<file path="config.mk">
export PLATFORM = sky130hd
export DESIGN_NAME = register_bank
export DESIGN_NICKNAME = d
export VERILOG_FILES = /design/src/rtl/register_bank_pkg.sv /design/src/rtl/register_bank_cell.sv /design/src/rtl/register_bank.sv
export SDC_FILE = /design/constraint.sdc
export NUM_CORES = 1
export LEC_CHECK = 0
export ABC_CLOCK_PERIOD_IN_PS = 3700
export BUFFER_PORTS_ARGS = -buffer_cell sky130_fd_sc_hd__buf_2
export CAP_MARGIN = 10
export CORE_MARGIN = 2
export CORE_UTILIZATION = 40
export DETAILED_ROUTE_END_ITERATION = 12
export PLACE_DENSITY = 0.68
export SLEW_MARGIN = 20
export SYNTH_ARGS = -nofsm -noshare
export SYNTH_HDL_FRONTEND = slang
export SYNTH_HIERARCHICAL = 1
export SYNTH_SLANG_ARGS = --single-unit
</file>
<file path="constraint.sdc">
create_clock -name clk -period 3.7 [get_ports clk]
set_input_delay 0.185 -clock clk [delete_from_list [all_inputs] [get_ports clk]]
set_output_delay 0.185 -clock clk [all_outputs]
set_load 0.005 [all_outputs]
</file>
<file path="src/rtl/register_bank_pkg.sv">
// register_bank_pkg
//   Shared definitions for the register bank: function-select codes and
//   sizing helpers for the lane and register index widths.
package register_bank_pkg;

    // Function-select codes; 3'b101..3'b111 hold.
    localparam logic [2:0] FS_CLR  = 3'b000;
    localparam logic [2:0] FS_LOAD = 3'b001;
    localparam logic [2:0] FS_DEC  = 3'b010;
    localparam logic [2:0] FS_INC  = 3'b011;
    localparam logic [2:0] FS_LANE = 3'b100;

    // Number of LANE-wide lanes in a WIDTH-bit register.
    function automatic int nlane(input int width, input int lane);
        return width / lane;
    endfunction

    // Width of an index selecting one of n items; never below 1 bit.
    function automatic int idx_w(input int n);
        return (n <= 1) ? 1 : $clog2(n);
    endfunction

endpackage

</file>
<file path="src/rtl/register_bank_cell.sv">
// reg_cell
//   One register of the bank. It applies the shared function select when
//   its write enable is high, and flags when the current operation is an
//   inc/dec that starts at the boundary value.
// Ports:
//   clk        rising-edge clock
//   rst        synchronous active-high reset
//   we         write enable for this register (global enable & mask bit)
//   funsel     operation code
//   lanesel    lane index for lane loads
//   load       full-width load data
//   lane_data  lane load data
//   q          register contents
//   bnd        inc of all-ones or dec of zero requested this cycle
module reg_cell
    import register_bank_pkg::*;
#(
    parameter int WIDTH    = 16,
    parameter int LANE     = 8,
    parameter int SATURATE = 0
) (
    input  logic                                 clk,
    input  logic                                 rst,
    input  logic                                 we,
    input  logic [2:0]                           funsel,
    input  logic [idx_w(nlane(WIDTH, LANE))-1:0] lanesel,
    input  logic [WIDTH-1:0]                     load,
    input  logic [LANE-1:0]                      lane_data,
    output logic [WIDTH-1:0]                     q,
    output logic                                 bnd
);

    localparam int NLANE = nlane(WIDTH, LANE);
    localparam int LSW   = idx_w(NLANE);

    logic             at_max;
    logic             at_min;
    logic [WIDTH-1:0] d;

    assign at_max = &q;
    assign at_min = (q == '0);
    assign bnd    = ((funsel == FS_INC) && at_max) || ((funsel == FS_DEC) && at_min);

    // NOTE: every signal written in always_comb gets a default first, so no
    // path leaves it unassigned and no latch is inferred.
    always_comb begin
        d = q;
        case (funsel)
            FS_CLR:  d = '0;
            FS_LOAD: d = load;
            FS_DEC:  d = (SATURATE != 0 && at_min) ? q : q - WIDTH'(1);
            FS_INC:  d = (SATURATE != 0 && at_max) ? q : q + WIDTH'(1);
            FS_LANE: begin
                // An index with no matching lane leaves d unchanged.
                for (int l = 0; l < NLANE; l++) begin
                    if (lanesel == LSW'(l)) begin
                        d[l*LANE +: LANE] = lane_data;
                    end
                end
            end
            default: d = q;
        endcase
    end

    // NOTE: sequential state uses non-blocking assignments so every flop
    // samples pre-edge values regardless of block ordering.
    // NOTE: the bank is a handful of flops, not a RAM, so each register is
    // reset; a real memory array would be left unreset.
    always_ff @(posedge clk) begin
        if (rst) begin
            q <= '0;
        end else if (we) begin
            q <= d;
        end
    end

endmodule

</file>
<file path="src/rtl/register_bank.sv">
// register_bank
//   NREG general-purpose registers sharing one function select. Selected
//   registers apply the same operation at each edge; two combinational read
//   ports and a registered wrap/clamp status flag.
// Ports:
//   clk, rst   rising-edge clock, synchronous active-high reset
//   enable     global write enable
//   regsel     mask of registers affected this cycle
//   funsel     operation code (see register_bank_pkg)
//   lanesel    lane index for lane loads
//   load       full-width load data
//   lane_data  lane load data
//   osel_a/b   read-port register indices (out of range reads 0)
//   out_a/b    read-port data
//   ovf        last edge's inc/dec hit the boundary in a selected register
module register_bank
    import register_bank_pkg::*;
#(
    parameter int WIDTH    = 16,
    parameter int NREG     = 4,
    parameter int LANE     = 8,
    parameter int SATURATE = 0
) (
    input  logic                                 clk,
    input  logic                                 rst,
    input  logic                                 enable,
    input  logic [NREG-1:0]                      regsel,
    input  logic [2:0]                           funsel,
    input  logic [idx_w(nlane(WIDTH, LANE))-1:0] lanesel,
    input  logic [WIDTH-1:0]                     load,
    input  logic [LANE-1:0]                      lane_data,
    input  logic [idx_w(NREG)-1:0]               osel_a,
    input  logic [idx_w(NREG)-1:0]               osel_b,
    output logic [WIDTH-1:0]                     out_a,
    output logic [WIDTH-1:0]                     out_b,
    output logic                                 ovf
);

    localparam int OSW = idx_w(NREG);

    logic [WIDTH-1:0] regs [NREG];
    logic [NREG-1:0]  bnd;

    for (genvar i = 0; i < NREG; i++) begin : g_cell
        reg_cell #(
            .WIDTH    (WIDTH),
            .LANE     (LANE),
            .SATURATE (SATURATE)
        ) u_cell (
            .clk       (clk),
            .rst       (rst),
            .we        (enable & regsel[i]),
            .funsel    (funsel),
            .lanesel   (lanesel),
            .load      (load),
            .lane_data (lane_data),
            .q         (regs[i]),
            .bnd       (bnd[i])
        );
    end

    // bnd is only non-zero for inc/dec, so masking it with the selection
    // covers the hold codes and the empty mask.
    always_ff @(posedge clk) begin
        if (rst) begin
            ovf <= 1'b0;
        end else begin
            ovf <= enable & |(regsel & bnd);
        end
    end

    always_comb begin
        out_a = '0;
        out_b = '0;
        for (int i = 0; i < NREG; i++) begin
            if (osel_a == OSW'(i)) out_a = regs[i];
            if (osel_b == OSW'(i)) out_b = regs[i];
        end
    end

endmodule

</file>
# == Word level (Yosys, flattened, before mapping) ==
# Index checks and enable logic that the tools add are counted.
# totals
inputBits,39
register_bits,65
mem_bits_ro,0
out_inout_bits,33
wordCells,82
ramBits,0
mem_count,0
latch_bits,0
# classes
add_sub_neg,8
magnitude_cmp,0
shift,0
div,0
multipliers,0
reduce_logical,33
n_eq_ne,12
n_mux,14
bitwise,6
# ops
cell,n
16-bit case mux with 5 select lines,4
16-bit 2-to-1 mux,8
16-bit by 1-bit adder with 16-bit output (second input constant),4
16-bit logical NOT,4
16-bit AND reduction,4
16-bit by 1-bit subtractor with 16-bit output (second input constant),4
3-bit AND reduction,8
8-bit 2-to-1 mux,2
2-bit equality test (second input constant),4
1-bit logical AND,8
3-bit by 2-bit equality test with 1-bit output (second input constant),2
1-bit AND,5
5-bit nonzero test,1
4-bit AND,1
2-bit by 1-bit equality test with 1-bit output (second input constant),2
2-bit logical NOT,2
1-bit logical OR,4
2-bit inequality test (second input constant),2
4-bit OR reduction,1
3-bit by 1-bit equality test with 1-bit output (second input constant),1
3-bit equality test (second input constant),1
3-bit logical NOT,1

# == Logic depth before layout (Yosys ltp) ==
# Gate-level depths: netlist (run 1).
# logic_depth
ltp_word,6
depth_mapped,12
ltp_nobuf,11

# == By module ==
# The synthesis (run 1) kept the hierarchy.
# modules_own_cells
module,seq_area_each_um2,area_each_um2,n_inst,cells_each
reg_cell at g_cell[2].u_cell,320.3,1730.4,1,224
reg_cell at g_cell[1].u_cell,320.3,1719.1,1,231
reg_cell at g_cell[3].u_cell,320.3,1696.6,1,231
reg_cell at g_cell[0].u_cell,320.3,1657.8,1,212
register_bank,20.0,919.6,1,49

# == Worst setup path after synthesis (run 1) ==
# OpenSTA, ideal clock, no wires.
# synth_timing
path_type,input to register
from,input funsel[2]
to,register g_cell[0].u_cell.q[14]
setup_ps,127
path_stages,10
t_required_ps,3573
path_slack_ps,1004
arrival_ps,2569
path_cell_list,buf_2 and2b_1 nand2_1 fa_1 a21oi_1 o211ai_1 a2111o_1 a31oi_2 xnor2_1 o22ai_1
# synth_between
elab_chain_len,3
word_cells_on_any_way,9
classes_between,eq/ne (5); mux (1); reduce/logical (3)
# synth_lines
item,line_no,rtl
start: declaration,register_bank.sv:28,"input logic [2:0] funsel,"
"3-bit by 1-bit equality test with 1-bit output, or another cell as far along",register_bank_cell.sv:48,case (funsel)
5-bit nonzero test (no source line) or 2-bit inequality test (tied branches),n/a,
3-bit AND reduction (no source line),n/a,
end signal: assignment,register_bank_cell.sv:71,q <= '0;
end signal: assignment,register_bank_cell.sv:73,q <= d;
end: declaration,register_bank_cell.sv:29,"output logic [WIDTH-1:0] q,"
# Parallel ways exist; a longest one is shown, timed or not.
# A chain may end at the register's enable or synchronous reset.

# == Final worst setup path (run 1) ==
# layout_timing
from,input funsel[1]
to,register g_cell[0].u_cell.q[14]
# The elaborated chain is that of the path after synthesis.

==> results of run 1 <==
[registers in the layout, summed over array words and instances, names as in the netlist]
| name | flops |
|---|---|
| g_cell.u_cell/q | 64 |
| ovf | 1 |
[path summary, 6_finish.rpt]
check	end	cells after the start	slack, ps
worst max register to register	g_cell[1].u_cell/q[14]$_SDFFE_PP0P_	9	1060
worst max-delay path	g_cell[0].u_cell/q[14]$_SDFFE_PP0P_	11	820
worst min register to register	g_cell[0].u_cell/q[9]$_SDFFE_PP0P_	2	590
worst min-delay path	ovf$_SDFF_PP0_	3	190
[report_power, final]
group          switching, W  leakage (nW)  internal [W]
Sequential        0.0000793         0.529      0.000731
Clock              0.000334         0.133      0.000490
Combinational      0.000570          2.76      0.000424
[area by class of cell]
type                            count  area [µm²]  share of cell area (%)
Clock inverter                      2        12.5                   0.147
Multi-Input combinational cell    797        6000                    70.7
Sequential cell                    65        1300                    15.3
Inverter                           24        90.1                    1.06
Timing Repair Buffer               88         495                    5.84
Tap cell                          260         325                    3.83
Clock buffer                       14         264                    3.11
[per-stage QoR]
stage / total power, W / cells
CTS: 0.00261 / 1250
finish: 0.00263 / 1250
floorplan: 0.00152 / 947
detailed placement: 0.00179 / 1234
global route: 0.00276 / 1250
global placement: 0.00178 / 1234
[worst min-delay path: stages]
cell,delay [ps]
buf_2,140
nand2b_1,70
a21oi_1,80
[routing by layer]
metal / part of all wire (%) / track usage, % / vias up / wire length [µm]
met5: 0 / 0 / - / 0
met1: 41 / 38.2 / 3762 / 11700
met2: 43 / 41.3 / 512 / 12100
li1: - / - / 3798 / -
met4: 4.1 / 11.3 / 0 / 1150
met3: 12 / 7.55 / 95 / 3360
[cells in the final DEF (no fill, tap or decap), types with 24 or more instances in the layout]
cell type and n:
nor2_1 80, ha_1 58, xnor2_1 40, inv_1 24
o21ai_0 41, a21oi_1 86, dfxtp_1 65, buf_2 71
a211oi_1 24, a22oi_1 65, nand2_1 57, nor3_1 25
nor2b_1 24
[cell families (layout without fill, tap and decap cells)]
family,count (synthesis),in the layout
AOI/OAI and AO/OA,359,359
xor gates and xnor gates,48,48
adders and majority gates,62,62
buffers and inverters,85,128
DFF,65,65
muxes,33,33
and+or+nand+nor,295,295
==> flow_summary.toml, run 1 <==
[place]
dp.final_hpwl_um = 21300
place_ws_ps = 527
port-buffer-count = 71
placed_area_um2 = 8210
place.gp.congestion = 0.938

[clocking]
cts_setup_buffers = 0
ctsHoldBuffers = 0
clk_pin_slew_worst_paths_ps = 60
cts-resized-gates = 0
numCtsBuffers = 9
cts_num_sinks = 65
clock_latency_ps = 350
cts_root_buf = "clkbuf_16"
cts_tree = "yes"
clk_path_buf_depth = 2
htree_levels = 3

[timing]
finalCritPeriodShare_pct = 78.0
setup_viol = 0
rsz0062_at_grt = "no"
hold_violations = 0
fmax_mhz = 347
setup_ws_ps = 815
tightest_slew_ps = 978
finClkSkew_ps = 7.98
holdWs_ps = 193
finalSetupTns_ps = 0
relSlewSlack_pct = 34.7
fin_crit_ps = 2880
drv_slew = 0

[pwr]
power_density_nw_per_um2 = 310
vdd_drop_max_mv = 0.229
p_leak_nw = 3.42

[logic_synthesis]
synth_enable_flop_cells = 0
synth_simple_gate_area_share_pct = 19.5
yosys.area.top_type_share_pct = 16.8
async_flop_share_pct = 0
synth_xor_xnor_area_share_pct = 5.44
synthDistinctLibCells = 81
yosysSeqAreaShare_pct = 16.8
synth-compound-area-share_pct = 32.2
synthFlopType = "dfxtp_1"
synth_area_um2 = 7720
synthTopCellsByArea = "dfxtp_1 (17%), ha_1 (9.4%), a22oi_1 (6.3%)"
ys_top_cells_by_count = "a21oi_1 (86), nor2_1 (80), a22oi_1 (65), dfxtp_1 (65), ha_1 (58)"
synth_top_cell_by_area = "dfxtp_1"
synth_nets = 1048
syn_inst = 947
synth_mux_area_share_pct = 10.0
synth_top_family_by_area = "compound AO/OA/AOI/OAI gates"
synth-seq-cells = 65
synth_fa_ha_area_share_pct = 10.4
syn_area_per_cell_um2 = 8.16
yosysWarnings = 6
synth.most_common_cell = "a21oi_1"

[setup_path]
cp-startpoint = "funsel[1]"
endpoint_kind = "register"
crit_slowest_cell = "a2111o_1"
crit_family = "simple AND/OR/NAND/NOR gates"
slowest_delay_ps = 430
critPathBufInv = 2
worstPathCellList = "buf_2, and2b_1, nand2_1, buf_4, ha_1, and2_1, and3_1, a2111o_1, a31oi_2, xnor2_1, o22ai_1"
rr_startpoint = "g_cell[1].u_cell/q[0]$_SDFFE_PP0P_"
crit_required_ps = 3900
worstPathArrival_ps = 3090
startpoint_type = "input pin"
path_class = "input pin to register"
crit_path_max_fanout = 20

[routing]
remaining_drc_errors = 0
vias = 8167
wirelength_um = 28300
drtAntennaViolNets = 0
viasPerCell = 6.53
drt-initial-drc-count = 948
routedWlPerCell_um = 22.6
first_pass_iters = 8

[global_routing]
grt_use_total_pct = 27.9
grt_pass1_wl_um = 43400
grt_pass1_vias = 7336
grt_max_degree = 41
antenna_found_initial = 0
grt-ovfl-total = 0

[die]
core_um2 = 18800
io_pins = 72
row_count = 50
fp.dieArea_um2 = 20400
initial_core_util_pct = 41.0
die_w_um = 143
die_h_um = 143

[hold_path]
hold_start = "enable"
worstHoldPathType = "input pin to register"

[layout]
synthToLayoutAreaGrowth_pct = 9.85
nets = 1086
drive_above_1_share_pct = 14.6
design_area_um2 = 8480
utilization_pct = 45.1
nFillCells = 1856
num_antenna_cells = 0

[run]
max_cap_violations = 0

[outcome]
status = "finished, final reports clean"
Note: power is estimated with default switching activity, not from simulation.
==> run 2, diff against run 1 <==
ABC_CLOCK_PERIOD_IN_PS = 2800   (was 3700)
clock period = 2.8 ns   (was 3.7 ns; I/O delays follow)
==> flow_summary.toml, run 2 (synthesized netlist as in run 1, its figures left out) <==
[layout]
drive_above_1_share_pct = 18.2
largest_register_ff_count = 64
reg_top3 = "g_cell.u_cell/q: 64 flops, ovf: 1 flops"
synthToLayoutAreaGrowth_pct = 14.4
design_area_um2 = 8830
layout_common_cells = "a21oi_1 (86), nor2_1 (80), buf_2 (71), a22oi_1 (65), dfxtp_1 (65)"
num_antenna_cells = 0
nets = 1125
final_common_cell = "a21oi_1"
largest_register = "g_cell.u_cell/q"

[setup_path]
r2r_setup_slack_ps = 180
path_class = "register to register"
worstPathArrival_ps = 2850
crit_end = "g_cell[1].u_cell/q[14]$_SDFFE_PP0P_"
reg2reg_depth = 9
cp-startpoint = "g_cell[1].u_cell/q[1]$_SDFFE_PP0P_"
crit_required_ps = 3020
r2r-end = "g_cell[1].u_cell/q[14]$_SDFFE_PP0P_"
endpoint_kind = "register"
startpoint_type = "register"
crit_path_max_fanout = 7
rr_startpoint = "g_cell[1].u_cell/q[1]$_SDFFE_PP0P_"

[place]
place.gp.congestion = 0.950
placed_area_um2 = 8490
dp.final_hpwl_um = 21900
port-buffer-count = 71

[routing]
routedWlPerCell_um = 22.2
remaining_drc_errors = 0
drt-initial-drc-count = 1006
viasPerCell = 6.52
wirelength_um = 28600
drtAntennaViolNets = 0
vias = 8406
first_pass_iters = 6

[timing]
hold_violations = 0
drv_slew = 0
fmax_mhz = 381
rsz0062_at_grt = "no"
setup_viol = 0
tightest_slew_ps = 701
fin_crit_ps = 2620
finalSetupTns_ps = 0
relSlewSlack_pct = 53.1
finClkSkew_ps = 8.72
finalCritPeriodShare_pct = 93.7

[clocking]
cts_setup_buffers = 0
cts_tree = "yes"
clk_pin_slew_worst_paths_ps = 60
ctsHoldBuffers = 0
clock_latency_ps = 350
cts_num_sinks = 65
clk_path_buf_depth = 2
cts-resized-gates = 0
cts_root_buf = "clkbuf_16"
numCtsBuffers = 9
htree_levels = 3

[die]
die_w_um = 143
core_um2 = 18800
io_pins = 72
initial_core_util_pct = 41.0
die_h_um = 143
row_count = 50
fp.dieArea_um2 = 20400

[run]
max_cap_violations = 0

[global_routing]
grt_max_degree = 45
grt-ovfl-total = 0
antenna_found_initial = 0
grt_pass1_vias = 7650
grt_use_total_pct = 28.0
grt_pass1_wl_um = 43900

[hold_path]
worstHoldPathType = "input pin to register"
hold_start = "enable"

[pwr]
p_leak_nw = 3.63
power_density_nw_per_um2 = 428
vdd_drop_max_mv = 0.291

[outcome]
status = "finished, final reports clean"
## run 2: worst min path at each step
stage / end / slack, ps / cells past startpoint
after CTS: ovf$_SDFF_PP0_ / 130 / 3
after global placement: ovf$_SDFF_PP0_ / 490 / 3
after floorplan: ovf$_SDFF_PP0_ / 270 / 2
after detailed placement: ovf$_SDFF_PP0_ / 490 / 3
after global routing: ovf$_SDFF_PP0_ / 140 / 3
final: ovf$_SDFF_PP0_ / 150 / 3
## run 2: routing by layer
metal	wire length (µm)	track usage (%)	part of all wire, %
met5	0	0	0
met4	1320	13.0	4.6
met3	3110	6.14	11
met2	12100	41.1	42
met1	12100	39.1	42
## run 2: per-stage QoR
stage	instances	hold WS [ps]	util [%]	setup slack, ps	power, W
floorplan	947	269	-	149	0.00201
finish	1289	145	46.9	176	0.00378
CTS	1289	126	46.9	254	0.00376
detailed placement	1273	495	45.1	38.9	0.00242
global placement	1273	491	45.1	110	0.00241
global route	1289	144	46.9	18.3	0.00396
## run 2: final cells by class
class,instances,area (µm²)
clock buffer,9,225
clock inverter,7,119
fill,1848,10000
inverter,24,90.1
multi-input combinational,797,6000
sequential,65,1300
tap,260,325
timing repair buffer,127,776
## run 2: report_power, final
| group | internal, W | switching, W | leakage [nW] |
|---|---|---|---|
| combinational | 0.000603 | 0.000772 | 2.94 |
| sequential | 0.000966 | 0.0000976 | 0.529 |
| clock | 0.000870 | 0.000472 | 0.162 |
## run 2: worst max-delay path, stage by stage, from the launching register on
cell       delay [ps]
dfxtp_1           590
inv_1             120
fa_1              460
nor2b_1           190
o2111ai_1         120
nand2_1           130
a41oi_1           260
o31ai_1           380
xnor2_1           160
o22ai_1            90
